$ cat src/rtl/dispense_sequencer.sv
// dispense_sequencer: takes the controller's candy strobe and the change it
// reports, then drives the candy solenoid, the large-coin ejector and the
// small-coin ejector one actuation at a time, with a fixed all-off gap between
// consecutive actuations. The candy drop is confirmed by drop_sense; a missing
// drop leads to a sticky error that err_ack clears.
//
// Optional build macro DISPENSE_STATS_EN adds saturating counters of confirmed
// vends (vend_total) and ejected coins (coin_total).
//
// Request protocol: the controller raises candy as a level; a job is taken on
// the single cycle where candy is high and was low on the previous cycle. The
// change inputs are sampled on that same cycle. No acknowledge is returned; a
// job that cannot be buffered is dropped and flagged with a one-cycle overflow.

module dispense_sequencer #(
  parameter int PULSE_LEN = 2,
  parameter int GAP_LEN   = 1,
  parameter int TIMEOUT   = 8,
  parameter int CNT_W     = 4
) (
  input  logic       clk,
  input  logic       reset,
  input  logic       candy,
  input  logic [2:0] change_beg,
  input  logic       change_obeg,
  input  logic       drop_sense,
  input  logic       err_ack,
  output logic       candy_sol,
  output logic       obeg_eject,
  output logic       beg_eject,
  output logic       busy,
  output logic       error,
  output logic       overflow
`ifdef DISPENSE_STATS_EN
  ,
  output logic [7:0] vend_total,
  output logic [7:0] coin_total
`endif
);

  typedef enum logic [2:0] {
    IDLE      = 3'd0,
    CANDY_ON  = 3'd1,
    WAIT_DROP = 3'd2,
    GAP       = 3'd3,
    OBEG_ON   = 3'd4,
    BEG_ON    = 3'd5,
    ERROR     = 3'd6
  } state_t;

  localparam logic [CNT_W-1:0] PULSE_LAST = CNT_W'(PULSE_LEN - 1);
  localparam logic [CNT_W-1:0] GAP_LAST   = CNT_W'(GAP_LEN - 1);
  localparam logic [CNT_W-1:0] TO_LAST    = CNT_W'(TIMEOUT - 1);

  // state is the FSM register; checkers can bind to it directly.
  state_t           state;
  logic [CNT_W-1:0] cnt;
  logic             candy_q;
  logic             drop_seen;   // drop observed while the solenoid was still on
  logic [2:0]       act_beg;
  logic             act_obeg;
  logic             pend_valid;
  logic [2:0]       pend_beg;
  logic             pend_obeg;
  logic             new_job;

  assign new_job = candy & ~candy_q;

  // busy is decoded from registers only, so no input reaches it combinationally
  assign busy = (state != IDLE) | pend_valid;

  // Previous value of the request level for rising-edge detection
  always_ff @(posedge clk or negedge reset) begin
    if (!reset) candy_q <= 1'b0;
    else        candy_q <= candy;
  end

  // Sequencer FSM with job buffer, actuator drives and error/overflow flags
  always_ff @(posedge clk or negedge reset) begin
    if (!reset) begin
      state      <= IDLE;
      cnt        <= '0;
      drop_seen  <= 1'b0;
      act_beg    <= 3'd0;
      act_obeg   <= 1'b0;
      pend_valid <= 1'b0;
      pend_beg   <= 3'd0;
      pend_obeg  <= 1'b0;
      candy_sol  <= 1'b0;
      obeg_eject <= 1'b0;
      beg_eject  <= 1'b0;
      error      <= 1'b0;
      overflow   <= 1'b0;
`ifdef DISPENSE_STATS_EN
      vend_total <= 8'd0;
      coin_total <= 8'd0;
`endif
    end else begin
      overflow <= 1'b0;

      // A request arriving while a job runs goes to the single pending slot;
      // with the slot taken, or while in ERROR, it is dropped.
      if (new_job && state != IDLE) begin
        if (state == ERROR || pend_valid) begin
          overflow <= 1'b1;
        end else begin
          pend_valid <= 1'b1;
          pend_beg   <= change_beg;
          pend_obeg  <= change_obeg;
        end
      end

      case (state)
        IDLE: begin
          if (pend_valid) begin
            // The slot is still full on this cycle, so a fresh request is lost
            act_beg    <= pend_beg;
            act_obeg   <= pend_obeg;
            pend_valid <= 1'b0;
            state      <= CANDY_ON;
            candy_sol  <= 1'b1;
            cnt        <= '0;
            drop_seen  <= 1'b0;
            if (new_job) overflow <= 1'b1;
          end else if (new_job) begin
            act_beg   <= change_beg;
            act_obeg  <= change_obeg;
            state     <= CANDY_ON;
            candy_sol <= 1'b1;
            cnt       <= '0;
            drop_seen <= 1'b0;
          end
        end

        CANDY_ON: begin
          if (drop_sense) drop_seen <= 1'b1;
          if (cnt == PULSE_LAST) begin
            candy_sol <= 1'b0;
            state     <= WAIT_DROP;
            cnt       <= '0;
          end else begin
            cnt <= cnt + CNT_W'(1);
          end
        end

        WAIT_DROP: begin
          if (drop_sense || drop_seen) begin
            drop_seen <= 1'b0;
            state     <= GAP;
            cnt       <= '0;
`ifdef DISPENSE_STATS_EN
            if (vend_total != 8'hFF) vend_total <= vend_total + 8'd1;
`endif
          end else if (cnt == TO_LAST) begin
            // Timeout: abandon the job's change and flush anything queued
            state      <= ERROR;
            error      <= 1'b1;
            pend_valid <= 1'b0;
            cnt        <= '0;
            if (new_job) overflow <= 1'b1;
          end else begin
            cnt <= cnt + CNT_W'(1);
          end
        end

        GAP: begin
          if (cnt == GAP_LAST) begin
            cnt <= '0;
            if (act_obeg) begin
              state      <= OBEG_ON;
              obeg_eject <= 1'b1;
            end else if (act_beg != 3'd0) begin
              state     <= BEG_ON;
              beg_eject <= 1'b1;
            end else begin
              state <= IDLE;
            end
          end else begin
            cnt <= cnt + CNT_W'(1);
          end
        end

        OBEG_ON: begin
          if (cnt == PULSE_LAST) begin
            obeg_eject <= 1'b0;
            act_obeg   <= 1'b0;
            state      <= GAP;
            cnt        <= '0;
`ifdef DISPENSE_STATS_EN
            if (coin_total != 8'hFF) coin_total <= coin_total + 8'd1;
`endif
          end else begin
            cnt <= cnt + CNT_W'(1);
          end
        end

        BEG_ON: begin
          if (cnt == PULSE_LAST) begin
            beg_eject <= 1'b0;
            act_beg   <= act_beg - 3'd1;
            state     <= GAP;
            cnt       <= '0;
`ifdef DISPENSE_STATS_EN
            if (coin_total != 8'hFF) coin_total <= coin_total + 8'd1;
`endif
          end else begin
            cnt <= cnt + CNT_W'(1);
          end
        end

        ERROR: begin
          if (err_ack) begin
            state    <= IDLE;
            error    <= 1'b0;
            act_beg  <= 3'd0;
            act_obeg <= 1'b0;
          end
        end

        default: begin
          state      <= IDLE;
          candy_sol  <= 1'b0;
          obeg_eject <= 1'b0;
          beg_eject  <= 1'b0;
          error      <= 1'b0;
        end
      endcase
    end
  end

endmodule

$ cat config.mk
export PLATFORM = sky130hd
export DESIGN_NAME = dispense_sequencer
export DESIGN_NICKNAME = d
export VERILOG_FILES = /design/src/rtl/dispense_sequencer.sv
export SDC_FILE = /design/constraint.sdc
export NUM_CORES = 1
export LEC_CHECK = 0
export ABC_AREA = 1
export ABC_CLOCK_PERIOD_IN_PS = 1700
export CORE_ASPECT_RATIO = 1.75
export CORE_UTILIZATION = 40
export DETAILED_ROUTE_END_ITERATION = 10
export HOLD_SLACK_MARGIN = 0.1
export PLACE_DENSITY = 0.59
export SYNTH_ARGS = -nofsm -noshare
export SYNTH_HDL_FRONTEND = slang
export SYNTH_SLANG_ARGS = --single-unit
export TNS_END_PERCENT = 30
$ cat constraint.sdc
create_clock -name clk -period 1.7 [get_ports clk]
set_clock_uncertainty 0.05 [all_clocks]
set_input_delay 0.34 -clock clk [delete_from_list [all_inputs] [get_ports clk]]
set_output_delay 0.34 -clock clk [all_outputs]
set_load 0.02 [all_outputs]
== After elaboration in Yosys (flattened, before gate mapping) ==
Index checks and enable logic that the tools add are counted.

* $add $sub $neg: 2
* Eq/ne operators: 23
* Muxes and demuxes: 58
* Bitwise operators: 8
* Reductions and logical operators: 27

{| class="wikitable"
|+ Operators by type and width
! kind !! number
|-
| 2-to-1 mux 3 bit || 13
|-
| 2-to-1 mux 1 bit || 28
|-
| 2-to-1 mux 4 bit || 6
|-
| != test 2 bit, second input constant || 12
|-
| AND reduction 4 bit || 5
|-
| OR reduction 5 bit || 4
|-
| case mux 1 bit (3 select lines) || 6
|-
| case mux 3 bit (6 select lines) || 1
|-
| case mux 4 bit (4 select lines) || 1
|-
| nonzero test 3 bit || 5
|-
| equality test 3 bit, second input constant || 3
|-
| case mux 3 bit (3 select lines) || 1
|-
| equality test 3 x 2 -> 1 bit, second input constant || 2
|-
| != test 3 bit, second input constant || 2
|-
| NOT 1 bit || 6
|-
| AND reduction 6 bit || 1
|-
| AND reduction 5 bit || 1
|-
| adder 4 x 1 -> 4 bit, second input constant || 1
|-
| equality test 4 x 1 -> 1 bit, second input constant || 1
|-
| equality test 4 x 3 -> 1 bit, second input constant || 1
|-
| zero test 4 bit || 1
|-
| case mux 1 bit (2 select lines) || 2
|-
| AND reduction 2 bit || 2
|-
| nonzero test 4 bit || 1
|-
| 11 further kinds || 12
|}

* Flip-flop bits (word level): 23
* Input port bits: 9
* Output and inout port bits: 6
* Logic and storage cells: 132

== Longest topological paths before layout ==
Gate-level depths: netlist of run 1.

* Depth in word-level cells: 8
* Mapped depth: 10
* Mapped depth without buffers: 10

== Worst setup path before layout of run 1 ==
Ideal clock, no wire load.

* Path kind: reg2reg
* From: register state[2]
* To: register act_beg[2]
* Library setup time: 0.123 ns
* Arrival: 1.207 ns
* Data required time: 1.527 ns
* Slack: 0.320 ns
* Cell stages (with the launch flop): 10
* Path buffers: 1
* Clock period less this slack: 1.380 ns
* Path through: dfrtp_1 > buf_6 > nor2_8 > nand2_4 > nor2_4 > inv_2 > nand2_2 > inv_1 > nand3_1 > nand2_1

* Word-level cells in the longest chain between the ends: 3
* Elaborated cells on any way between the ends: 9
* Those cells by class: eq/ne: 5; mux: 1; reduce/logical: 3

{| class="wikitable"
|+ Ends and longest elaborated chain
! what !! RTL line !! RTL
|-
| from (decl) || 56 || <nowiki>state_t state;</nowiki>
|-
| from (signal assigned) || 81 || <nowiki>state <= IDLE;</nowiki>
|-
| from (signal assigned) || 120 || <nowiki>state <= CANDY_ON;</nowiki>
|-
| from (signal assigned) || 128 || <nowiki>state <= CANDY_ON;</nowiki>
|-
| equality test 3 bit / zero test 3 bit (equally long branches) || 113 || <nowiki>case (state)</nowiki>
|-
| != test 2 bit (no line) (tied with other cells) || n/a ||
|-
| AND reduction 4 bit (no line) || n/a ||
|-
| to (signal assigned) || 117 || <nowiki>act_beg <= pend_beg;</nowiki>
|-
| to (signal assigned) || 126 || <nowiki>act_beg <= change_beg;</nowiki>
|-
| to (signal assigned) || 200 || <nowiki>act_beg <= act_beg - 3'd1;</nowiki>
|-
| to (decl) || 60 || <nowiki>logic [2:0] act_beg;</nowiki>
|}

Parallel ways exist; a longest one is shown, timed or not.
A chain may end at the register's enable or synchronous reset.

== Final worst setup path of run 1 ==
* From: register state[2]
* To: output port busy

* Word-level cells in the longest chain between the ends: 2

{| class="wikitable"
|+ Ends and longest elaborated chain
! what !! RTL line !! RTL
|-
| nonzero test 3 bit || 70 || <nowiki>assign busy = (state != IDLE) | pend_valid;</nowiki>
|-
| OR 1 bit || 70 ||
|-
| to (decl) || 31 || <nowiki>output logic busy,</nowiki>
|}

Every way passes these cells.

==> impl_metrics.ini, run 1 <==
[yosys]
ys.flop_type = sky130_fd_sc_hd__dfrtp_1
synth.ff_latch_count = 23
async_flop_share_pct = 100.0
synth_warnings = 0
netlist-cell-type-count = 25
synthCells = 230
synth_area_leaders = sky130_fd_sc_hd__dfrtp_1 35%, sky130_fd_sc_hd__nand2_1 15%, sky130_fd_sc_hd__nand3_1 8.2%
synth-seq-area-share_pct = 34.80
postSynthAreaPerCell_um2 = 7.192
synth_nets = 244
yosys.area.top_type = sky130_fd_sc_hd__dfrtp_1
synthDominantCellAreaShare_pct = 34.80
synth-edff-count = 0
synth.most_common_cell = sky130_fd_sc_hd__nand2_1
synthTopCellsByCount = 67 x sky130_fd_sc_hd__nand2_1, 31 x sky130_fd_sc_hd__inv_1, 27 x sky130_fd_sc_hd__nand3_1
post_synth_instance_area_mm2 = 0.001654

[clock_tree]
cts_inserted_buffers = 3
cts-root-to-sink-buffers = 2
tritoncts = built
htree_num_levels = 1
cts.repair_timing.setup_buffer_count = 0
cts.clk_slew.worst_paths_ns = 0.08
number_of_sinks_driven_by_the_clock_tree = 23
clk_latency_ns = 0.27
ctsRootBufferMaster = sky130_fd_sc_hd__clkbuf_8

[final_layout]
final_design_area_no_fill_mm2 = 0.001984
antenna_cells = 0
final_net_count = 274
layout-area-overhead-vs-synth_pct = 19.97
area_of_combinational_cells_with_multiple_inputs_um2 = 927.1
final_core_util_pct = 50.83
register_area_um2 = 576.8
fillers = 414
post_route_cells_drive_above_1_share_pct = 15.83

[power_and_ir_drop]
power.sequential.fraction_pct = 26.0
combinational_power_share_pct = 64.0
power_report.internal_total_mw = 1.775
power.leakage_nw = 1.097
p_sw_share_pct = 49.61
power.share.clock_pct = 10.0
p_per_area_mw_per_mm2 = 1775
total_power_mw = 3.522
ir_worst_vdd_mv = 1.334
p_sw_mw = 1.747

[timing]
setup_viol = 0
finalMaxSlewViolations = 0
fmaxAchievable_ghz = 0.6065
final_clock_period_utilization_by_the_worst_path_pct = 96.99
worst_pin_slew_ns = 0.3670
report.final.hold_viol_count = 0
rsz0062_at_grt = no
totalNegativeSetupSlack_ns = 0
max-slew-margin-rel_pct = 75.35
fin_crit_ns = 1.649

[drt]
route.detailed.wl_per_inst_um = 12.61
detail_route.drc_violations = 0
post_route_antenna_net_violation_count = 0
met3WireLength_um = 79
drt_pass1_iterations = 4
top_layer_used = met4
first_iter_violations = 26
routed_via_density = 5.072
wl_mm = 3.870
detailroute.via_count = 1557
met2WireLength_mm = 2.029
route.layer.met1.wl_mm = 1.616

[placement]
port_buffers = 14
detailed_place_hpwl_mm = 3.071
place_congestion = 0.8869
placement.cell_area_mm2 = 0.001933

[hold_path]
min_path_type = primary input to async pin

[worst_setup_path]
worst-endpoint-required_ns = 1.31
endpoint_kind = primary output
timing.critical_path.arrival_ns = 1.26
timing.setup.critical_path_class = flop to primary output
worst-path-max-fanout = 2
crit_path_start_kind = flop
r2r_cells = 8

[floorplanning]
floorplan.initialDensity_pct = 42.37
dieArea_mm2 = 0.004407
core_area_mm2 = 0.003904
top_level_ports = 15
dieHeight_um = 87.07
die_width_um = 50.61
fp-row-count = 30

[global_routing]
grt_start_max_net_pins = 24
first_global_vias = 1603
number_of_antenna_violations_at_the_first_check_in_global_routing = 0
first_pass_grt_wire_length_mm = 6.734
grtUsageTotal_pct = 20.15
grt.overflow.total = 0

[run]
maxCapViolCount = 0

[run_status]
run_status = finished clean
layout make-up:
type | instances | share of cell area [%]
inverter | 34 | 6.557
multi-input combinational | 170 | 46.72
tap | 48 | 3.026
sequential | 23 | 29.07
clock buffer | 4 | 2.270
timing repair buffer | 28 | 12.36
worst max-delay path, cell delays in order (launching register included):
cell,delay (ns)
sky130_fd_sc_hd__dfrtp_2,0.45
sky130_fd_sc_hd__nor2_8,0.13
sky130_fd_sc_hd__nand2_4,0.05
sky130_fd_sc_hd__inv_1,0.05
sky130_fd_sc_hd__nand2_1,0.04
sky130_fd_sc_hd__clkdlybuf4s15_1,0.28
metal layers:
layer	up-vias	global-route usage, %
li1	795	-
met1	722	20.72
met2	27	37.94
met3	13	2.094
met4	0	11.87
met5	-	0
what timing repair did:
| item | CTS | global route |
|---|---|---|
| hold buffers | 0 | 0 |
| gates resized for setup | 2 | 3 |
| endpoints found under the setup margin | 1 | 6 |
flip-flops by register name, indices dropped and copies added, names as in the netlist:
register	cells
cnt	4
act_beg	3
pend_beg	3
state	3
act_obeg	1
beg_eject	1
candy_q	1
candy_sol	1
drop_seen	1
error	1
obeg_eject	1
overflow	1
pend_obeg	1
pend_valid	1
through the flow:
| stage | setup WS [ns] | cells | hold WS (ns) |
|---|---|---|---|
| 3_3_place_gp | 0.02402 | 303 | 0.4165 |
| 3_5_place_dp | 0.003691 | 303 | 0.4186 |
| 2_1_floorplan | 0.3196 | 230 | -0.005591 |
| 6_report | 0.05115 | 307 | 0.3766 |
| 5_1_grt | 0.001175 | 307 | 0.4235 |
| 4_1_cts | 0.01050 | 307 | 0.3955 |
path summary, 6_finish.rpt:
check | slack (ns) | from | end
min in group clk | 0.44 | obeg_eject$_DFFE_PN0P_ | obeg_eject$_DFFE_PN0P_
max | 0.05 | state[2]$_DFFE_PN0P_ | busy
min reg2reg | 0.44 | obeg_eject$_DFFE_PN0P_ | obeg_eject$_DFFE_PN0P_
max reg2reg | 0.11 | state[2]$_DFFE_PN0P_ | overflow$_DFF_PN0_
min | 0.38 | reset | drop_seen$_DFFE_PN0P_
max in group asynchronous | 0.97 | reset | state[2]$_DFFE_PN0P_
logic make-up after synthesis:
kind of cell,share of synthesized area [%]
compound gates,8.246
xor+xnor,0.5296
fa+ha+maj,3.782
buf+inv,9.455
flops,34.80
simple gates,43.19
cells in the final DEF, fill, tap and decap left out, types with 2 or more instances in the layout:
master                            instances
sky130_fd_sc_hd__nand2_1                 65
sky130_fd_sc_hd__inv_1                   31
sky130_fd_sc_hd__nand3_1                 27
sky130_fd_sc_hd__dfrtp_1                 22
sky130_fd_sc_hd__o21ai_0                 18
sky130_fd_sc_hd__nor2_1                  15
sky130_fd_sc_hd__buf_4                   14
sky130_fd_sc_hd__clkdlybuf4s50_1         13
sky130_fd_sc_hd__nand4_1                  8
sky130_fd_sc_hd__a21oi_1                  6
sky130_fd_sc_hd__ha_1                     5
sky130_fd_sc_hd__nand2_4                  4
sky130_fd_sc_hd__nand2_2                  4
sky130_fd_sc_hd__nor2_4                   4
sky130_fd_sc_hd__clkbuf_8                 3
sky130_fd_sc_hd__inv_2                    2
sky130_fd_sc_hd__nor2_8                   2
sky130_fd_sc_hd__nor3_1                   2
sky130_fd_sc_hd__nor2_2                   2
sky130_fd_sc_hd__o21ai_1                  2
sky130_fd_sc_hd__nand3_2                  2
power by group through the flow:
stage	Combinational (mW)	Sequential [mW]	Clock, mW
after floorplan	1.60	0.935	0
after global placement	2.24	0.926	0
after detailed placement	2.24	0.928	0
after CTS	2.24	0.921	0.365
after global routing	2.54	0.947	0.378
final	2.25	0.917	0.352
(Power assumes the default switching activity.)
==> inputs of run 2 (changes only) <==
- HOLD_SLACK_MARGIN: 0.1 -> 0.08
==> results of run 2 <==
Same layout as run 1: the final DEF is identical, and so are final timing and power.
